<file path="src/rtl/des_key_schedule.sv">
// DES key schedule: iterative round-key generator with a shadow bank that is
// published atomically as a 16 x 48-bit round-key bus for the DES round pipeline.
module des_key_schedule #(
  parameter int KEYS_PER_CYCLE = 1   // 1, 2, 4, 8 or 16
) (
  input  logic              clk,
  input  logic              rst,
  input  logic [63:0]       key_in,
  input  logic              decrypt,
  input  logic              key_valid_in,
  output logic              key_ready,
  output logic              busy,
  output logic              keys_valid,
  output logic [0:15][0:47] round_keys
);

  // Counter value at the start of the cycle that writes round 15.
  localparam logic [4:0] LAST_CNT = 5'(16 - KEYS_PER_CYCLE);

  // PC-1: 1-based DES key bit positions feeding C (first 28) then D.
  localparam int PC1_TAB [56] = '{
    57, 49, 41, 33, 25, 17,  9,  1, 58, 50, 42, 34, 26, 18,
    10,  2, 59, 51, 43, 35, 27, 19, 11,  3, 60, 52, 44, 36,
    63, 55, 47, 39, 31, 23, 15,  7, 62, 54, 46, 38, 30, 22,
    14,  6, 61, 53, 45, 37, 29, 21, 13,  5, 28, 20, 12,  4
  };

  // PC-2: 1-based positions into the 56-bit C||D word.
  localparam int PC2_TAB [48] = '{
    14, 17, 11, 24,  1,  5,  3, 28, 15,  6, 21, 10,
    23, 19, 12,  4, 26,  8, 16,  7, 27, 20, 13,  2,
    41, 52, 31, 37, 47, 55, 30, 40, 51, 45, 33, 48,
    44, 49, 39, 56, 34, 53, 46, 42, 50, 36, 29, 32
  };

  // Left-rotate amount applied before generating each round key.
  localparam int SHIFT_TAB [16] = '{1, 1, 2, 2, 2, 2, 2, 2, 1, 2, 2, 2, 2, 2, 2, 1};

  typedef enum logic [1:0] {IDLE, GEN, HOLD} state_t;

  // Key bit 63 is DES bit 1, so DES bit n lives at key_in[64-n].
  function automatic logic [55:0] pc1(input logic [63:0] k);
    logic [55:0] o;
    o = '0;
    for (int i = 0; i < 56; i++) o[6'(55 - i)] = k[6'(64 - PC1_TAB[i])];
    return o;
  endfunction

  function automatic logic [47:0] pc2(input logic [27:0] c, input logic [27:0] d);
    logic [55:0] cd;
    logic [47:0] o;
    cd = {c, d};
    o  = '0;
    for (int i = 0; i < 48; i++) o[6'(47 - i)] = cd[6'(56 - PC2_TAB[i])];
    return o;
  endfunction

  // Rotate a 28-bit half left by one or two places.
  function automatic logic [27:0] rotl(input logic [27:0] v, input logic two);
    return two ? {v[25:0], v[27:26]} : {v[26:0], v[27]};
  endfunction

  state_t              state;
  logic [27:0]         c_reg, d_reg;
  logic [3:0]          cnt;
  logic                dec_q;
  logic [0:15][0:47]   shadow;

  logic [27:0]         c_nx, d_nx;
  logic [0:15][0:47]   shadow_nx;
  logic [3:0]          idx, slot;
  logic                last_step;

  assign last_step = ({1'b0, cnt} == LAST_CNT);

  // Unrolled generation of KEYS_PER_CYCLE consecutive rounds from the current C/D.
  always_comb begin
    c_nx      = c_reg;
    d_nx      = d_reg;
    shadow_nx = shadow;
    idx       = cnt;
    slot      = cnt;
    for (int j = 0; j < KEYS_PER_CYCLE; j++) begin
      idx  = cnt + 4'(j);
      c_nx = rotl(c_nx, SHIFT_TAB[idx] == 2);
      d_nx = rotl(d_nx, SHIFT_TAB[idx] == 2);
      slot = dec_q ? (4'd15 - idx) : idx;
      shadow_nx[slot] = pc2(c_nx, d_nx);
    end
  end

  // Control FSM plus C/D, shadow bank and published bus; outputs are registered.
  always_ff @(posedge clk or posedge rst) begin
    if (rst) begin
      state      <= IDLE;
      c_reg      <= '0;
      d_reg      <= '0;
      cnt        <= '0;
      dec_q      <= 1'b0;
      shadow     <= '0;
      round_keys <= '0;
      key_ready  <= 1'b1;
      busy       <= 1'b0;
      keys_valid <= 1'b0;
    end else begin
      case (state)
        IDLE, HOLD: begin
          if (key_valid_in) begin
            {c_reg, d_reg} <= pc1(key_in);
            dec_q      <= decrypt;
            cnt        <= '0;
            state      <= GEN;
            key_ready  <= 1'b0;
            busy       <= 1'b1;
            keys_valid <= 1'b0;
          end
        end
        GEN: begin
          c_reg  <= c_nx;
          d_reg  <= d_nx;
          shadow <= shadow_nx;
          cnt    <= cnt + 4'(KEYS_PER_CYCLE);
          if (last_step) begin
            // Publish the whole bank at once, including this edge's keys.
            round_keys <= shadow_nx;
            state      <= HOLD;
            key_ready  <= 1'b1;
            busy       <= 1'b0;
            keys_valid <= 1'b1;
          end
        end
        default: state <= IDLE;
      endcase
    end
  end

endmodule

</file>
<file path="config.mk">
export PLATFORM = sky130hd
export DESIGN_NAME = des_key_schedule
export DESIGN_NICKNAME = d
export VERILOG_FILES = /design/src/rtl/des_key_schedule.sv
export SDC_FILE = /design/constraint.sdc
export NUM_CORES = 2
export LEC_CHECK = 0
export ABC_AREA = 1
export CAP_MARGIN = 25
export CORE_ASPECT_RATIO = 2
export CORE_MARGIN = 8
export CORE_UTILIZATION = 30
export CTS_CLUSTER_DIAMETER = 40
export CTS_CLUSTER_SIZE = 20
export DETAILED_ROUTE_END_ITERATION = 16
export SLEW_MARGIN = 20
export SYNTH_ARGS = -nofsm -noshare
export SYNTH_HDL_FRONTEND = slang
export SYNTH_SLANG_ARGS = --single-unit
</file>
<file path="constraint.sdc">
create_clock -name clk -period 126.2 [get_ports clk]
set_clock_uncertainty 0.1 [all_clocks]
set_input_delay 37.86 -clock clk [delete_from_list [all_inputs] [get_ports clk]]
set_output_delay 37.86 -clock clk [all_outputs]
set_load 0.01 [all_outputs]
</file>
* Word level (Yosys, flattened, before mapping)
Memory sizes are Yosys's and may differ from the RTL's.
Cells that the tools add are included.
** Storage, ports and cells
- Register bits :: 1602
- Memory bits (read-only) :: 512
- Input bits :: 68
- Output and inout port bits :: 771
- Word-level logic and storage cells :: 86
- Memories kept :: 1
** Memories
- (no name shown) :: words 16, width 32, rd ports 1, clocked after memory_dff 0, wr ports 0, RTL line 86 : d_nx = rotl(d_nx, SHIFT_TAB[idx] == 2);
** Operators by class
- Add/sub/neg operators :: 2
- $lt $le $gt $ge :: 3
- Eq/ne operators :: 6
- Muxes and demuxes :: 23
- Bitwise gates (word level) :: 2
- Reduce and logical (&&, ||, !) cells :: 9
** Operators by type and width (count)
- $bwmux 768 :: 1
- $demux 48 s4 :: 1
- $mux 28 :: 4
- $pmux 28 s2 :: 2
- $mux 32 :: 2
- $mux 48 :: 1
- $eq 32x3->1 const B :: 1
- $ge 5x5->1 const B :: 2
- $not 4->5 :: 2
- $mux 4 :: 2
- $pmux 4 s2 :: 1
- $reduce_and 2->1 :: 4
- $lt 5x1->1 const B :: 1
- $add 4x1->4 const B :: 1
- $eq 4x4->1 const B :: 1
- $mux 1 :: 4
- $mux 2 :: 2
- $ne 2x2->1 const B :: 2
- $pmux 1 s2 :: 2
- $pmux 2 s2 :: 1
- $sub 4x4->4 const A :: 1
- $reduce_and 3->1 :: 1
- $eq 2x1->1 const B :: 1
- $eq 2x2->1 const B :: 1
- 4 further kinds :: 4

* Depth between registers and ports, before layout
- Depth in word-level cells :: 8
- Gate-level depth with buffers :: 12
- Gate-level depth less buffers :: 10

* Least setup slack after synthesis
No wires, ideal clock.
- Kind :: in2reg
- From :: in key_valid_in
- To :: reg c_reg[10]
- Library setup time :: 0.133 ns
- Data arrival time :: 38.852 ns
- Setup slack :: 87.114 ns
- Cell stages on the path :: 8
- Path buffers :: 2
- Cells stage by stage :: inv_1 or2_2 clkbuf_1 nand2_1 inv_2 clkbuf_1 nand2_1 o21ai_0
** On the way
- Word-level cells in the longest chain between the ends :: 2
** RTL lines
- from (decl) :: RTL line 10 : input logic key_valid_in,
- $ne 2x2->1 (no line)
- $reduce_and 2->1 (no line)
- to (signal assigned) :: RTL line 109 : {c_reg, d_reg} <= pc1(key_in);
- to (signal assigned) :: RTL line 119 : c_reg <= c_nx;
- to (decl) :: RTL line 64 : logic [27:0] c_reg, d_reg;
Every way passes these cells.
A chain may end at the register's enable or synchronous reset.

==> out/metrics.csv <==
stage,metric,value,unit
run_status,outcome,completed,
cells_and_area,proportion of layout cells with a drive suffix above 1,0.05610,
placement,RD Place Congestion,0.8214,
sta,Final Slew Violations,0,
critical_path,Critical Setup Path Class,input port to asynchronous set/reset pin,
sta,Fmax achieved,0.02349,GHz
cells_and_area,final core occ,0.3768,
synthesis,combinational family with the most area after synthesis,simple AND/OR/NAND/NOR gates,
cts,root cell of the clock tree,sky130_fd_sc_hd__clkbuf_16,
routing,number of detailed-routing iterations run before antenna repair,6,
critical_path,Reg2Reg Launch Point,state[1],
sta,final number of hold-violating endpoints,0,
cells_and_area,"most common cell after layout, fill and taps aside",sky130_fd_sc_hd__nand2_1,
floorplan,number of rows in the core area,237,
cells_and_area,largest registers,"round_keys: 768 flops, shadow: 768 flops",
grt,number of antenna violations at the first check in global routing,29,
floorplan,DIE AREA,225200,um^2
routing,detail-routed net length per standard cell,21.24,um
cts,clk sinks,1602,
synthesis,Synth Area in XOR/XNOR,0,
routing,DR vias/cell,4.661,
critical_path,"Largest delay share family, worst path",buffers and inverters,
critical_path,cell mode on critical path,sky130_fd_sc_hd__buf_4,
synthesis,share of synthesized area spent on multiplexers,0,
routing,count of nets left with antenna violations after detail routing,0,
cells_and_area,"Area growth, synth to finish",24.85,%
floorplan,I/O pin cnt,839,
cts,CTS tree,done,
cells_and_area,"commonest cells after routing, fill and taps aside","3292 x sky130_fd_sc_hd__nand2_1, 1601 x sky130_fd_sc_hd__dfrtp_1, 790 x sky130_fd_sc_hd__clkdlybuf4s50_1",
min_path,sink of the worst hold path,round_keys[422],
synthesis,post-synthesis instance total,7150,
grt,vias in the first global route,49160,
sta,worst slew slack as a fraction of its limit,0.1846,
sta,post-route fraction of the period consumed by the critical path,0.3374,
pwr,ratio of total power to cell area,22.64,nW/um^2
sta,setup violators final,0,
synthesis,net count after synthesis,7222,
sta,minimum clock period,42.58,ns
floorplan,starting density of the core,0.3018,
routing,via count,49500,
cts,depth of the CTS H-tree,4,
critical_path,R2R Path End,round_keys[443],
floorplan,Die Y,663.2,um
critical_path,cell-by-cell trace of the critical path,clkdlybuf4s50_1 -> inv_8 -> buf_16 -> buf_4 -> buf_4 -> buf_4 -> buf_4 -> buf_4,
critical_path,Reg2Reg Setup Slack,121.10,ns
job,number of violations of the max-capacitance limit,0,
cells_and_area,Final Instance Area,78450,um^2
min_path,count of cells along the worst hold path,2,
min_path,launch point of the worst hold path,shadow[422],
cts,clock insertion delay at the later pin of the skew report,0.82,ns
critical_path,startpoint type of the worst setup path,input port,
placement,Port Buffer Count,790,
grt,overflow left after global routing,0,
synthesis,number of warnings issued by yosys,0,
critical_path,required time worst endpoint,126.92,ns
cells_and_area,area of combinational cells with multiple inputs,18780,um^2
synthesis,Avg Inst Size Synth,8.788,um^2
cts,Bufs on Longest Clock Path,4,
synthesis,"arithmetic-cell share of the synthesized area counting full adders, half adders and majority gates",0.0007965,
synthesis,number of distinct library cells after synthesis,23,
sta,Total Neg Setup Slack,0,ns
sta,slew at the pin closest to its max-slew limit,1.223,ns
critical_path,Slowest Stage Delay on Critical Path,0.84,ns
critical_path,Crit path arrival time,43.29,ns
floorplan,Core Footprint,208200,um^2
synthesis,fraction of the yosys area taken by sequential cells,0.6381,
pwr,P_leak,41.67,nW
cells_and_area,final std cells w/o fill,10620,
critical_path,worst path bufs/invs,8,
cts,Post-CTS Setup Inserts,0,
grt,global-route wire length before repair,332.4,mm
cells_and_area,Layout fillers,20950,
critical_path,crit end category,asynchronous set/reset pin,
critical_path,Max Fanout on Critical Path,79,
grt,maximum number of pins on one net before global-route repair,221,
placement,worst setup slack after placement,82.57,ns
cells_and_area,number of nets at the end of the flow,7831,
synthesis,share of the synthesized area in compound gates (AO/OA/AOI/OAI),0.05634,
synthesis,register bit count reported by yosys,1602,
cts,hold_buf cts,0,
synthesis,post-synth design cell area,62830,um^2
critical_path,length in cells of the worst reg-to-reg path,11,
pwr,Max rail drop VDD,0.00001823,V
grt,total global-route track usage,0.1938,
synthesis,post-synthesis simple-gate area fraction,0.2391,
routing,post-detailed-route DRC marker count,0,
placement,placement-stage cell area,73300,um^2
sta,"crit path setup slack, layout",83.62,ns
placement,detailed placer's ending HPWL,146.7,mm
sta,unrepaired setup endpoints after global routing,no,
cts,"Gates resized, CTS repair",0,
cts,clock edge transition at the registers on the reported setup and hold paths,0.09,ns
routing,routed wire length,225.6,mm
floorplan,Die X-Extent,339.6,um
routing,number of DRC markers in iteration 0,4502,
placement,Post-Place Cells,10350,
critical_path,"Max stage delay cell, worst path",sky130_fd_sc_hd__buf_4,
cells_and_area,area used by sequential logic in the layout,40090,um^2
min_path,Hold WC Path Type,register to register,
cts,TritonCTS buffer count,148,
==> kinds of logic after synthesis <==
group / count (synthesis)
AOI/OAI and AO/OA: 705
buffers and inverters: 1046
DFF: 1602
adders and majority gates: 4
and+or+nand+nor: 3793
==> synthesized netlist by cell type <==
cell type,count,area [um^2]
sky130_fd_sc_hd__inv_1,607,2278
sky130_fd_sc_hd__nand2_1,3314,12440
sky130_fd_sc_hd__o22ai_1,7,43.79
sky130_fd_sc_hd__nand2_2,25,156.4
sky130_fd_sc_hd__nand4_1,9,56.30
sky130_fd_sc_hd__clkinv_1,6,22.52
sky130_fd_sc_hd__buf_1,34,127.6
sky130_fd_sc_hd__buf_4,15,112.6
sky130_fd_sc_hd__nand3_1,386,1932
sky130_fd_sc_hd__o21ai_0,504,2522
sky130_fd_sc_hd__dfstp_2,1,26.28
sky130_fd_sc_hd__o21ai_1,4,20.02
sky130_fd_sc_hd__or2_2,1,6.260
sky130_fd_sc_hd__nor2_1,21,78.83
sky130_fd_sc_hd__clkbuf_1,249,934.7
sky130_fd_sc_hd__nor2_2,17,106.4
sky130_fd_sc_hd__a21oi_1,189,945.9
sky130_fd_sc_hd__inv_2,20,75.07
sky130_fd_sc_hd__nand4_2,20,250.2
sky130_fd_sc_hd__ha_1,4,50.05
sky130_fd_sc_hd__buf_2,115,575.6
sky130_fd_sc_hd__dfrtp_1,1601,40060
sky130_fd_sc_hd__o31ai_1,1,7.510
==> layer usage <==
layer  wire length, um  global-route usage  vias to the layer above  part of all wire
met5                28                   0                        -           0.00012
met2            105300              0.3130                     1820              0.47
li1                  -                   -                    23120                 -
met3             19720             0.05747                      478             0.087
met1             88060              0.2344                    24080              0.39
met4             12470             0.09846                        4             0.055
==> worst reg2reg max path, cell delays in order (launching register included) <==
cell and delay (ns):
sky130_fd_sc_hd__dfrtp_1 0.36, sky130_fd_sc_hd__inv_1 0.07, sky130_fd_sc_hd__nand2_1 0.05, sky130_fd_sc_hd__buf_4 0.28, sky130_fd_sc_hd__inv_2 0.10, sky130_fd_sc_hd__buf_4 0.62
sky130_fd_sc_hd__nand2_4 0.42, sky130_fd_sc_hd__inv_8 0.71, sky130_fd_sc_hd__buf_12 0.87, sky130_fd_sc_hd__buf_4 0.98, sky130_fd_sc_hd__o21ai_0 0.36, sky130_fd_sc_hd__nand2_1 0.13
==> worst max-delay path by stage <==
stage,from,end,slack (ns),depth (start not counted)
after floorplan,rst,busy,43.04,1
after global placement,rst,shadow[260],82.62,7
after detailed placement,rst,round_keys[260],82.57,7
after CTS,rst,c_reg[23],83.48,7
after global routing,rst,round_keys[626],82.85,8
final,rst,round_keys[747],83.62,8
==> report_power, final <==
part / total (W) / switching [W] / internal, W
Combinational: 0.000621 / 0.000449 / 0.000172
Sequential: 0.000685 / 0.0000619 / 0.000623
Clock: 0.000470 / 0.000220 / 0.000250
Total: 0.00178 / 0.000731 / 0.00104
==> metrics by stage <==
stage	power (W)	hold slack, ns
6_report	0.001776	0.3530
5_1_grt	0.001868	0.3704
4_1_cts	0.001795	0.3536
3_5_place_dp	0.001317	0.3509
3_3_place_gp	0.001307	0.3497
2_1_floorplan	0.0009849	0.3365
==> final cells by class <==
class	instances	share of cell area
antenna	11	0.0003509
sequential	1602	0.5110
multi-input combinational	4502	0.2394
timing repair buffer	872	0.1115
clock buffer	167	0.04997
inverter	633	0.03048
clock inverter	85	0.01346
tap	2748	0.04383
Power figures use the tool's default switching activity.
